## src/rtl/mc_ctrl_if.sv

```systemverilog
// mc_ctrl_if: decode inputs, memory handshakes and datapath strobes of the mc_ctrl controller
interface mc_ctrl_if;
  logic [5:0] instr_op;
  logic [5:0] instr_funct;
  logic       alu_zero;
  logic       imem_req;
  logic       imem_ready;
  logic       dmem_req;
  logic       dmem_we;
  logic       dmem_ready;
  logic       pc_we;
  logic [1:0] pc_sel;
  logic       ir_we;
  logic [7:0] ext_op;
  logic [2:0] alu_op;
  logic       alu_src_imm;
  logic       rf_we;
  logic [1:0] rf_wa_sel;
  logic [1:0] rf_wd_sel;
  logic       instr_done;
  logic       trap;
  modport master (
    input  instr_op, instr_funct, alu_zero, imem_ready, dmem_ready,
    output imem_req, dmem_req, dmem_we, pc_we, pc_sel, ir_we, ext_op, alu_op,
           alu_src_imm, rf_we, rf_wa_sel, rf_wd_sel, instr_done, trap
  );
  modport slave (
    output instr_op, instr_funct, alu_zero, imem_ready, dmem_ready,
    input  imem_req, dmem_req, dmem_we, pc_we, pc_sel, ir_we, ext_op, alu_op,
           alu_src_imm, rf_we, rf_wa_sel, rf_wd_sel, instr_done, trap
  );
endinterface

```

## src/rtl/mc_ctrl.sv

```systemverilog
// mc_ctrl: multicycle MIPS-subset control FSM; define MC_CTRL_PERF_EN to add the retired_cnt counter
module mc_ctrl (
  input  logic        clk,
  input  logic        reset_n,
  mc_ctrl_if.master   bus
`ifdef MC_CTRL_PERF_EN
  ,
  output logic [31:0] retired_cnt
`endif
);
  typedef enum logic [2:0] {IDLE, FETCH, DECODE, EXEC, MEM, WB, TRAP} state_t;
  state_t r_state;
  logic w_rtype, w_subu, w_jr, w_ori, w_lui, w_lw, w_sw, w_beq, w_jal;
  logic w_legal, w_act, w_fetched, w_link, w_done;
  assign w_subu    = bus.instr_op == 6'h00 && bus.instr_funct == 6'h23;
  assign w_rtype   = bus.instr_op == 6'h00 && (bus.instr_funct == 6'h21 || bus.instr_funct == 6'h00 || w_subu);
  assign w_jr      = bus.instr_op == 6'h00 && bus.instr_funct == 6'h08;
  assign w_ori     = bus.instr_op == 6'h0D;
  assign w_lui     = bus.instr_op == 6'h0F;
  assign w_lw      = bus.instr_op == 6'h23;
  assign w_sw      = bus.instr_op == 6'h2B;
  assign w_beq     = bus.instr_op == 6'h04;
  assign w_jal     = bus.instr_op == 6'h03;
  assign w_legal   = w_rtype | w_jr | w_ori | w_lui | w_lw | w_sw | w_beq | w_jal;
  assign w_act     = r_state inside {DECODE, EXEC, MEM, WB};
  assign w_fetched = r_state == FETCH && bus.imem_ready;
  always_ff @(posedge clk or negedge reset_n)
    if (!reset_n) r_state <= IDLE;
    else case (r_state)
      IDLE:    r_state <= FETCH;
      FETCH:   r_state <= bus.imem_ready ? DECODE : FETCH;
      DECODE:  r_state <= w_legal ? EXEC : TRAP;
      EXEC:    r_state <= (w_beq | w_jal | w_jr) ? FETCH : (w_lw | w_sw) ? MEM : WB;
      MEM:     r_state <= !bus.dmem_ready ? MEM : w_sw ? FETCH : WB;
      WB:      r_state <= FETCH;
      default: r_state <= TRAP;
    endcase
  // Strobes qualify the state with handshake/flag inputs so they land in the accepting cycle.
  assign w_link          = r_state == EXEC && w_jal;
  assign w_done          = (r_state == EXEC && (w_beq | w_jal | w_jr)) || (r_state == MEM && w_sw && bus.dmem_ready) || r_state == WB;
  assign bus.imem_req    = r_state == FETCH;
  assign bus.ir_we       = w_fetched;
  assign bus.pc_we       = w_fetched | (r_state == EXEC && (w_beq ? bus.alu_zero : w_jal | w_jr));
  assign bus.pc_sel      = r_state != EXEC ? 2'd0 : w_beq ? 2'd1 : w_jal ? 2'd2 : w_jr ? 2'd3 : 2'd0;
  assign bus.ext_op      = !w_act ? 8'd0 : w_lui ? 8'd2 : (w_lw | w_sw | w_beq) ? 8'd1 : 8'd0;
  assign bus.alu_op      = !w_act ? 3'd0 : (w_subu | w_beq) ? 3'd1 : w_ori ? 3'd2 : 3'd0;
  assign bus.alu_src_imm = w_act & (w_ori | w_lui | w_lw | w_sw);
  assign bus.dmem_req    = r_state == MEM;
  assign bus.dmem_we     = r_state == MEM && w_sw;
  assign bus.rf_we       = r_state == WB || w_link;
  assign bus.rf_wa_sel   = w_link ? 2'd2 : (r_state == WB && w_rtype) ? 2'd1 : 2'd0;
  assign bus.rf_wd_sel   = w_link ? 2'd2 : (r_state == WB && w_lw) ? 2'd1 : 2'd0;
  assign bus.instr_done  = w_done;
  assign bus.trap        = r_state == TRAP;
`ifdef MC_CTRL_PERF_EN
  logic [31:0] r_retired_cnt;
  always_ff @(posedge clk or negedge reset_n)
    if (!reset_n) r_retired_cnt <= '0;
    else if (w_done) r_retired_cnt <= r_retired_cnt + 32'd1;
  assign retired_cnt = r_retired_cnt;
`endif
endmodule

```

## src/flat_wrapper.sv

```systemverilog
// flat-port wrapper written by rule: the top's interface ports become plain ports
module mc_ctrl_flat 
  (clk, reset_n, bus_instr_op, bus_instr_funct, bus_alu_zero, bus_imem_ready, bus_dmem_ready, bus_imem_req, bus_dmem_req, bus_dmem_we, bus_pc_we, bus_pc_sel, bus_ir_we, bus_ext_op, bus_alu_op, bus_alu_src_imm, bus_rf_we, bus_rf_wa_sel, bus_rf_wd_sel, bus_instr_done, bus_trap);
  mc_ctrl_if bus_i ();
  input  logic clk;
  input  logic reset_n;
  input wire logic [$bits(bus_i.instr_op)-1:0] bus_instr_op;
  input wire logic [$bits(bus_i.instr_funct)-1:0] bus_instr_funct;
  input wire logic [$bits(bus_i.alu_zero)-1:0] bus_alu_zero;
  input wire logic [$bits(bus_i.imem_ready)-1:0] bus_imem_ready;
  input wire logic [$bits(bus_i.dmem_ready)-1:0] bus_dmem_ready;
  output wire logic [$bits(bus_i.imem_req)-1:0] bus_imem_req;
  output wire logic [$bits(bus_i.dmem_req)-1:0] bus_dmem_req;
  output wire logic [$bits(bus_i.dmem_we)-1:0] bus_dmem_we;
  output wire logic [$bits(bus_i.pc_we)-1:0] bus_pc_we;
  output wire logic [$bits(bus_i.pc_sel)-1:0] bus_pc_sel;
  output wire logic [$bits(bus_i.ir_we)-1:0] bus_ir_we;
  output wire logic [$bits(bus_i.ext_op)-1:0] bus_ext_op;
  output wire logic [$bits(bus_i.alu_op)-1:0] bus_alu_op;
  output wire logic [$bits(bus_i.alu_src_imm)-1:0] bus_alu_src_imm;
  output wire logic [$bits(bus_i.rf_we)-1:0] bus_rf_we;
  output wire logic [$bits(bus_i.rf_wa_sel)-1:0] bus_rf_wa_sel;
  output wire logic [$bits(bus_i.rf_wd_sel)-1:0] bus_rf_wd_sel;
  output wire logic [$bits(bus_i.instr_done)-1:0] bus_instr_done;
  output wire logic [$bits(bus_i.trap)-1:0] bus_trap;
  assign bus_i.instr_op = bus_instr_op;
  assign bus_i.instr_funct = bus_instr_funct;
  assign bus_i.alu_zero = bus_alu_zero;
  assign bus_i.imem_ready = bus_imem_ready;
  assign bus_i.dmem_ready = bus_dmem_ready;
  assign bus_imem_req = bus_i.imem_req;
  assign bus_dmem_req = bus_i.dmem_req;
  assign bus_dmem_we = bus_i.dmem_we;
  assign bus_pc_we = bus_i.pc_we;
  assign bus_pc_sel = bus_i.pc_sel;
  assign bus_ir_we = bus_i.ir_we;
  assign bus_ext_op = bus_i.ext_op;
  assign bus_alu_op = bus_i.alu_op;
  assign bus_alu_src_imm = bus_i.alu_src_imm;
  assign bus_rf_we = bus_i.rf_we;
  assign bus_rf_wa_sel = bus_i.rf_wa_sel;
  assign bus_rf_wd_sel = bus_i.rf_wd_sel;
  assign bus_instr_done = bus_i.instr_done;
  assign bus_trap = bus_i.trap;
  mc_ctrl u_core (.clk(clk), .reset_n(reset_n), .bus(bus_i));
endmodule
```

## config.mk

```make
export PLATFORM = sky130hd
export DESIGN_NAME = mc_ctrl_flat
export DESIGN_NICKNAME = d
export VERILOG_FILES = /design/src/rtl/mc_ctrl_if.sv /design/src/rtl/mc_ctrl.sv /design/src/flat_wrapper.sv
export SDC_FILE = /design/constraint.sdc
export NUM_CORES = 1
export LEC_CHECK = 0
export ABC_AREA = 1
export BUFFER_PORTS_ARGS = -buffer_cell sky130_fd_sc_hd__buf_2
export CORE_UTILIZATION = 40
export CTS_CLUSTER_DIAMETER = 60
export DETAILED_ROUTE_END_ITERATION = 12
export GPL_TIMING_DRIVEN = 0
export HOLD_SLACK_MARGIN = 0.02
export PLACE_DENSITY = 0.78
export SYNTH_ARGS = -nofsm -noshare
export SYNTH_HDL_FRONTEND = slang
export SYNTH_SLANG_ARGS = --single-unit
```

## constraint.sdc

```tcl
create_clock -name clk -period 2.4 [get_ports clk]
set_input_delay 0.48 -clock clk [delete_from_list [all_inputs] [get_ports clk]]
set_output_delay 0.48 -clock clk [all_outputs]
set_load 0.03 [all_outputs]
```

# Word-level counts from Yosys, hierarchy flattened
# Index checks and enable logic that the tools add are counted.
# word_totals
in_bits,17
ff_bits,3
n_memories,0
mem_bits_rw,0
out_inout_bits,26
wordCells,78
rom_bits,0
latchBits,0
# op_classes
magnitude_cmp,0
mul,0
n_reduce_logical,21
n_shift,0
div_mod_pow,0
n_bitwise,18
mux,22
eq_ne,16
n_addsub,0
# op_table
operator,n
"== test 6 bit, second input constant",4
"== test 6 x 4 -> 1 bit, second input constant",3
two-way mux 3 bit,6
bitwise OR 1 bit,17
two-way mux 2 bit,8
two-way mux 8 bit,2
case mux 3 bit (5 select lines),1
zero test 6 bit,2
logical AND 1 bit,11
"== test 3 bit, second input constant",3
"== test 3 x 2 -> 1 bit, second input constant",2
"== test 6 x 2 -> 1 bit, second input constant",1
"== test 6 x 3 -> 1 bit, second input constant",1
logical OR 1 bit,5
two-way mux 1 bit,5
nonzero test 4 bit,1
"== test 3 x 1 -> 1 bit, second input constant",1
zero test 3 bit,1
"inequality test 3 x 2 -> 1 bit, second input constant",1
OR reduction 2 bit,1
bitwise AND 1 bit,1

# Logic depth before layout (Yosys ltp)
# Gate-level depths: netlist (run 1).
# depth
ltp_word,13
mapped_depth,9
mapped_depth_nobuf,9

# Least setup slack after synthesis (run 1)
# Ideal clock, no wire load.
# synth_timing
kind,flip-flop to output port
startpoint,register u_core.r_state[0]
endpoint,output port bus_alu_op[0]
t_required_ps,1920
arrival_time_ps,1558
path_stages_with_launch,8
slack_ps,362
path_cell_list,dfrtp_1 -> inv_2 -> nand2_1 -> nor2_2 -> inv_2 -> nand3_1 -> inv_2 -> nor2_1
# synth_via
elab_chain_cells,3
word_cells_on_any_way,6
# synth_rtl
element,line_no,rtl
"start, declared",mc_ctrl.sv:12,state_t r_state;
"start signal, assigned",mc_ctrl.sv:31,FETCH: r_state <= bus.imem_ready ? DECODE : FETCH;
"start signal, assigned",mc_ctrl.sv:32,DECODE: r_state <= w_legal ? EXEC : TRAP;
"start signal, assigned",mc_ctrl.sv:33,EXEC: r_state <= (w_beq | w_jal | w_jr) ? FETCH : (w_lw | w_sw) ? MEM : WB;
== test 3 bit,--,
net bus_dmem_req,flat_wrapper.sv:13,output wire logic [$bits(bus_i.dmem_req)-1:0] bus_dmem_req;
nonzero test 4 bit,mc_ctrl.sv:25,"assign w_act = r_state inside {DECODE, EXEC, MEM, WB};"
two-way mux 3 bit,mc_ctrl.sv:46,assign bus.alu_op = !w_act ? 3'd0 : (w_subu | w_beq) ? 3'd1 : w_ori ? 3'd2 : 3'd0;
"end, declared",flat_wrapper.sv:19,output wire logic [$bits(bus_i.alu_op)-1:0] bus_alu_op;
# The timed path passes the listed nets, and every way through them passes these cells.

# Worst setup path in the final report (run 1)
# layout_timing
startpoint,register u_core.r_state[2]
endpoint,output port bus_rf_wa_sel[1]
# layout_via
elab_chain_cells,3
# layout_rtl
element,line_no,rtl
== test 3 x 2 -> 1 bit,mc_ctrl.sv:39,assign w_link = r_state == EXEC && w_jal;
logical AND 1 bit,mc_ctrl.sv:39,
net u_core.w_link,mc_ctrl.sv:14,"logic w_legal, w_act, w_fetched, w_link, w_done;"
two-way mux 2 bit,mc_ctrl.sv:51,assign bus.rf_wa_sel = w_link ? 2'd2 : (r_state == WB && w_rtype) ? 2'd1 : 2'd0;
"end, declared",flat_wrapper.sv:22,output wire logic [$bits(bus_i.rf_wa_sel)-1:0] bus_rf_wa_sel;
# The timed path passes the listed nets, and every way through them passes these cells.

==> flow_summary.yaml, run 1 <==
power:
  power_density_mw_per_mm2: 692
  vdd_drop_max_uv: 428
  p_leak_nw: 0.599
  total_power_uw: 632
logic_synthesis:
  synthTopCellsByArea: "nand2_1 (16%), dfrtp_1 (11%), inv_1 (11%)"
  synth_top_area_frac: 0.157
  synthCells: 121
  async_reset_ff_frac: 1.00
  mappedNetlistArea_sq_um: 669
  synth_edf_count: 0
  avgSynthCellArea_sq_um: 5.53
  yosysSeqAreaShare: 0.112
  synth_seq_cells: 3
  ys_warn_count: 0
  synth_top_area_cell: "nand2_1"
  yosysMostFrequentCell: "nand2_1"
  synth_cell_type_count: 23
  yosys-top-cells-count: "nand2_1 (28), inv_1 (19), nor2_1 (18)"
  ys_dominant_reg_cell: "dfrtp_1"
route:
  drt_iter0_drc: 17
  first_pass_iters: 5
  wire_per_inst_microns: 8.67
  viasPerCell: 4.62
  drtAntennaViolNets: 0
  vias: 841
  route.detailed.drc: 0
  wirelength_mm: 1.58
worst_setup_path:
  worstPathRequired_ns: 1.92
  critical_path_class: "reg2out"
  start_kind: "register"
  cp_cell_sequence: "inv_2, nand2_1, nor2_2, inv_1, nor2_1, buf_4, buf_2"
  cp.arrival_ns: 1.59
  path_max_fanout: 4
  cpPeakStageDelay_ns: 0.39
  cpMaxStageDelayCell: "dfrtp_1"
  end_kind: "primary output"
timing:
  setup_violations: 0
  fmax_mhz: 482
  fin_crit_ns: 2.07
  min_period_over_period: 0.864
  fin_tns_setup_ns: 0
  rsz0062_at_grt: "no"
  slew_viol_final: 0
  finalHoldViolCount: 0
  fin_skew_ns: 0.00999
clocking:
  ctsResizeCount: 0
  numCtsBuffers: 3
  clk_path_buf_depth: 2
  clk_pin_slew_worst_paths_ns: 0.04
  ctsHtreeMaxLevel: 1
  root_buffer: "clkbuf_4"
  tritoncts: "built"
  postCtsHoldBufs: 0
  clock_latency_ns: 0.24
  cts_setup_buffers: 0
  cts.sink_count: 3
global_route:
  groute.usage.overall: 0.186
  antenna_found_initial: 0
  grt_pass1_vias: 739
  grt_max_degree: 7
  grt_first_pass_wirelength_mm: 2.72
  overflow: 0
die:
  start_util: 0.434
  io_pins: 43
  die_area_sq_mm: 0.00184
  die_w_microns: 42.9
  rows: 14
  die_h_microns: 42.9
  core_area_sq_mm: 0.00154
final_layout:
  top_register: "u_core.r_state"
  area_delta_synth_final_pct: 36.4
  fin_nets: 184
  largest_reg_flops: 3
  drive_gt1_frac: 0.428
  top_regs: "u_core.r_state: 3 flops"
  diodes: 0
hold_path:
  min_path_type: "in2async"
run:
  maxCapViolations: 0
placed_design:
  place_congestion: 0.755
  port_buffers: 35
  place_hpwl_mm: 1.36
run_status:
  status: "completed"
cell usage in the layout, fill, tap and decap left out, drive strengths merged:
| master | instances |
|---|---|
| buf | 44 |
| nand2 | 30 |
| nor2 | 27 |
| inv | 26 |
| nand3 | 10 |
| conb | 7 |
| o21ai | 4 |
| clkbuf | 4 |
| dfrtp | 3 |
| a21oi | 3 |
| nand4 | 2 |
| nor3 | 2 |
| nand3b | 1 |
| a211oi | 1 |
| o21a | 1 |
| or2 | 1 |
stage by stage:
stage	utilization	worst slack [ns]	hold slack, ns	cells	instance area (sq um)
after CTS	0.593	0.347	0.0336	182	913
after floorplan	-	0.362	0.184	127	692
after global routing	0.593	0.249	0.0445	182	913
after global placement	0.575	0.385	0.273	178	887
final	0.593	0.326	0.0320	182	913
after detailed placement	0.575	0.369	0.281	178	887
area by class of cell:
class | count | area, sq um
tap | 16 | 20.0
buffer | 9 | 67.6
multi-input combinational | 89 | 452
inverter | 26 | 97.6
clock buffer | 4 | 26.3
fill | 163 | 628
timing repair buffer | 35 | 175
sequential | 3 | 75.1
final timing paths:
kind / slack, ns / depth (start not counted) / startpoint / endpoint
min: 0.03 / 1 / reset_n / u_core.r_state[2]
min in group clk: 0.57 / 3 / bus_imem_ready / u_core.r_state[1]
max in group asynchronous: 2.24 / 1 / reset_n / u_core.r_state[0]
max: 0.33 / 7 / u_core.r_state[2] / bus_rf_wa_sel[1]
max reg2reg: 1.22 / 4 / u_core.r_state[0] / u_core.r_state[0]
min reg2reg: 0.67 / 4 / u_core.r_state[2] / u_core.r_state[1]
report_power, final:
group          total (mW)  internal (mW)  switching [mW]
Combinational       0.439          0.130           0.309
Clock              0.0911         0.0625          0.0286
Sequential          0.102         0.0763          0.0258
Total               0.632          0.269           0.363
layer usage:
layer / share of wire / GRT usage / wire (microns) / vias to the layer above
li1: - / - / - / 444
met1: 0.41 / 0.220 / 651 / 347
met2: 0.48 / 0.348 / 764 / 44
met3: 0.080 / 0 / 127 / 6
met4: 0.022 / 0.0750 / 34 / 0
met5: 0 / 0 / 0 / -
logic make-up (layout without fill, tap and decap cells):
family          count (synthesis)  after routing  share of synthesized area
simple gates                   73             73                      0.550
compound gates                  9              9                     0.0860
flops                           3              3                      0.112
other cells                     1              7                    0.00560
buf+inv                        35             74                      0.247
worst max-delay path: cells and delay by family, from the launching register on:
family | cells | cell delay [ns]
and+or+nand+nor | 3 | 0.44
buffers and inverters | 4 | 0.52
DFF | 1 | 0.39
Note: power is estimated with default switching activity, not from simulation.
==> run 2, diff against run 1 <==
- PLACE_DENSITY: 0.78 -> 0.81
==> flow_summary.yaml, run 2 (synthesis gave the netlist of run 1 again) <==
run_status:
  status: "completed"
global_route:
  grt_pass1_vias: 724
  grt_first_pass_wirelength_mm: 2.74
  antenna_found_initial: 0
  grt_max_degree: 7
  overflow: 0
  groute.usage.overall: 0.189
clocking:
  clk_path_buf_depth: 2
  cts_setup_buffers: 0
  ctsHtreeMaxLevel: 1
  numCtsBuffers: 3
  clock_latency_ns: 0.24
  clk_pin_slew_worst_paths_ns: 0.04
  postCtsHoldBufs: 0
  tritoncts: "built"
  root_buffer: "clkbuf_4"
  cts.sink_count: 3
  ctsResizeCount: 0
worst_setup_path:
  cpPeakStageDelay_ns: 0.41
  rr_startpoint: "u_core.r_state[0]"
  end_kind: "primary output"
  worstPathRequired_ns: 1.92
  timing.rr.end: "u_core.r_state[0]"
  cp_cell_sequence: "inv_2, nand2_1, nor2_2, inv_2, nand3_1, inv_2, nor3_2, buf_2"
  critical_path_class: "reg2out"
  cpMaxStageDelayCell: "dfrtp_1"
  reg2reg_depth: 4
  start_kind: "register"
  regToRegSetupSlack_ns: 1.22
  timing.critical_path.buf_inv: 4
  cp.arrival_ns: 1.59
  cp_common_cell: "inv_2"
  cpLargestDelayFamily: "simple AND/OR/NAND/NOR gates"
  path_max_fanout: 5
final_layout:
  multi_input_area_sq_um: 452
  fin_util: 0.593
  instances_no_fill: 182
  top_regs: "u_core.r_state: 3 flops"
  largest_reg_flops: 3
  regArea_sq_um: 75.1
  top_register: "u_core.r_state"
  diodes: 0
  final_common_cell: "buf_2"
  drive_gt1_frac: 0.428
  n_fill_cell: 159
  final_cell_mix: "buf_2 (35), nand2_1 (28), inv_1 (19)"
  area_delta_synth_final_pct: 36.4
  fin_nets: 184
die:
  rows: 14
  die_h_microns: 42.9
  start_util: 0.434
  core_area_sq_mm: 0.00154
  die_area_sq_mm: 0.00184
  die_w_microns: 42.9
  io_pins: 43
power:
  pwr-share-clk: 0.143
  power_density_mw_per_mm2: 693
  p_switching_uw: 365
  vdd_drop_max_uv: 306
  combPwrFrac: 0.696
  p_seq_frac: 0.162
  p_leak_nw: 0.599
  switching_share: 0.576
  internal_power_uw: 268
route:
  drt_iter0_drc: 34
  first_pass_iters: 5
  wirelength_mm: 1.62
  viasPerCell: 4.66
  drtAntennaViolNets: 0
  route.detailed.drc: 0
  wire_per_inst_microns: 8.90
  vias: 848
timing:
  fin_skew_ns: 0.00732
  finalHoldViolCount: 0
  setup_violations: 0
  fin_crit_ns: 2.07
  setup_ws_ns: 0.331
  min_period_over_period: 0.862
  slew_viol_final: 0
  rsz0062_at_grt: "no"
  fmax_mhz: 483
  fin_tns_setup_ns: 0
placed_design:
  port_buffers: 35
  place_hpwl_mm: 1.35
  place_ws_ns: 0.360
  place_congestion: 0.763
  dp_cells: 178
run:
  maxCapViolations: 0
hold_path:
  min_path_type: "in2async"
## run 2: cell counts in the layout (fill, tap and decap cells not counted)
No cell type changed its count.
## run 2: per-stage QoR
stage	cell area, sq um	total power, mW	hold slack, ns
3_5_place_dp	887	0.538	0.280
3_3_place_gp	887	0.527	0.273
5_1_grt	913	0.685	0.0293
6_report	913	0.633	0.0299
2_1_floorplan	692	0.431	0.184
4_1_cts	913	0.631	0.0348
## run 2: routing by layer
metal / part of all wire / GRT usage
met5: 0 / 0
met4: 0.011 / 0.0375
met3: 0.10 / 0.0340
met2: 0.47 / 0.342
met1: 0.42 / 0.229
## run 2: power groups by stage
stage                     Sequential [mW]  Combinational (mW)  Clock (mW)
after floorplan                    0.0979               0.333           0
after global placement              0.101               0.426           0
after detailed placement            0.102               0.436           0
after CTS                           0.102               0.439      0.0899
after global routing                0.106               0.483      0.0960
final                               0.102               0.441      0.0905
## run 2: final cells by class
cell class	instances	area share
tap	16	0.0219
timing repair buffer	35	0.192
inverter	26	0.107
clock buffer	4	0.0288
sequential	3	0.0822
buffer	9	0.0740
multi-input combinational	89	0.495
## run 2: how the worst max path moves through the flow
| stage | depth (start not counted) | to | slack (ns) | start |
|---|---|---|---|---|
| final | 8 | bus_alu_op[1] | 0.33 | u_core.r_state[0] |
| after floorplan | 7 | bus_alu_op[0] | 0.36 | u_core.r_state[0] |
| after detailed placement | 9 | bus_pc_we | 0.36 | bus_instr_op[0] |
| after global placement | 9 | bus_pc_we | 0.38 | bus_instr_op[0] |
| after global routing | 8 | bus_alu_op[1] | 0.24 | u_core.r_state[0] |
| after CTS | 8 | bus_alu_op[1] | 0.35 | u_core.r_state[0] |
## run 2: worst register-to-register path, stage by stage (launching register included)
cell and delay, ns:
dfrtp_1 0.41, nand3_1 0.23, o21ai_0 0.13, a211oi_1 0.21
nand2_1 0.08
==> run 3, diff against run 2 <==
- PLACE_DENSITY: 0.81 -> 0.76
==> flow_summary.yaml, run 3 (synthesis gave the netlist of run 1 again) <==
run_status:
  status: "completed"
timing:
  setup_ws_ns: 0.285
  rsz0062_at_grt: "no"
  min_period_over_period: 0.881
  fin_crit_ns: 2.12
  fin_tns_setup_ns: 0
  finalHoldViolCount: 0
  setup_violations: 0
  fmax_mhz: 473
  slew_viol_final: 0
  fin_skew_ns: 0.00427
clocking:
  tritoncts: "built"
  ctsHtreeMaxLevel: 1
  postCtsHoldBufs: 0
  root_buffer: "clkbuf_4"
  clock_latency_ns: 0.24
  ctsResizeCount: 0
  clk_pin_slew_worst_paths_ns: 0.04
  cts_setup_buffers: 0
  cts.sink_count: 3
  clk_path_buf_depth: 2
  numCtsBuffers: 3
route:
  first_pass_iters: 6
  drtAntennaViolNets: 0
  drt_iter0_drc: 17
  wire_per_inst_microns: 8.68
  vias: 823
  route.detailed.drc: 0
  wirelength_mm: 1.58
  viasPerCell: 4.52
final_layout:
  area_delta_synth_final_pct: 36.4
  top_register: "u_core.r_state"
  largest_reg_flops: 3
  top_regs: "u_core.r_state: 3 flops"
  final_common_cell: "buf_2"
  drive_gt1_frac: 0.428
  fin_nets: 184
  diodes: 0
  final_cell_mix: "buf_2 (35), nand2_1 (28), inv_1 (19)"
global_route:
  grt_pass1_vias: 696
  antenna_found_initial: 0
  grt_max_degree: 7
  grt_first_pass_wirelength_mm: 2.70
  overflow: 0
  groute.usage.overall: 0.188
placed_design:
  place_ws_ns: 0.369
  port_buffers: 35
  place_hpwl_mm: 1.39
  place_congestion: 0.748
die:
  die_w_microns: 42.9
  start_util: 0.434
  die_h_microns: 42.9
  io_pins: 43
  die_area_sq_mm: 0.00184
  rows: 14
  core_area_sq_mm: 0.00154
power:
  power_density_mw_per_mm2: 698
  p_leak_nw: 0.599
  vdd_drop_max_uv: 317
worst_setup_path:
  critical_path_class: "reg2out"
  start_kind: "register"
  cp.arrival_ns: 1.64
  path_max_fanout: 5
  end_kind: "primary output"
  worstPathRequired_ns: 1.92
hold_path:
  min_path_type: "in2async"
run:
  maxCapViolations: 0
-- run 3: layout make-up --
class | instances | area (sq um)
Fill cell | 170 | 628
Multi-Input combinational cell | 89 | 452
Timing Repair Buffer | 35 | 175
Inverter | 26 | 97.6
Sequential cell | 3 | 75.1
Buffer | 9 | 67.6
Clock buffer | 4 | 26.3
Tap cell | 16 | 20.0
-- run 3: worst paths after layout --
| path | startpoint | endpoint | slack [ns] | cells after the start |
|---|---|---|---|---|
| max in group asynchronous | reset_n | u_core.r_state[2] | 2.25 | 1 |
| hold reg to reg | u_core.r_state[2] | u_core.r_state[1] | 0.69 | 4 |
| hold / removal | reset_n | u_core.r_state[0] | 0.03 | 1 |
| min in group clk | bus_imem_ready | u_core.r_state[1] | 0.56 | 3 |
| setup / recovery | u_core.r_state[0] | bus_instr_done | 0.28 | 7 |
| setup reg to reg | u_core.r_state[0] | u_core.r_state[0] | 1.17 | 4 |
-- run 3: report_power, final --
group	total [mW]	internal [mW]	leakage [nW]	switching (mW)
Sequential	0.104	0.0764	0.0369	0.0277
Combinational	0.442	0.130	0.547	0.313
Clock	0.0908	0.0625	0.0150	0.0284
Total	0.637	0.269	0.599	0.369
-- run 3: metrics by stage --
step | hold WS (ns) | total power [mW] | cell area (sq um) | utilization | instances
floorplan | 0.184 | 0.431 | 692 | - | 127
global placement | 0.273 | 0.531 | 887 | 0.575 | 178
detailed placement | 0.280 | 0.544 | 887 | 0.575 | 178
CTS | 0.0372 | 0.633 | 913 | 0.593 | 182
global route | 0.0473 | 0.685 | 913 | 0.593 | 182
finish | 0.0327 | 0.637 | 913 | 0.593 | 182
-- run 3: layer usage --
metal	wire, microns	track usage	vias up
met2	776	0.327	31
li1	-	-	443
met4	9	0.0688	0
met1	694	0.229	347
met3	99	0.0298	2
met5	0	0	-
-- run 3: critical path, cell delays in order, from the launching register on --
cell,delay (ns)
dfrtp_1,0.42
inv_2,0.08
nand2_1,0.08
nor2_2,0.19
inv_2,0.07
o21ai_0,0.23
or2_1,0.13
buf_2,0.18
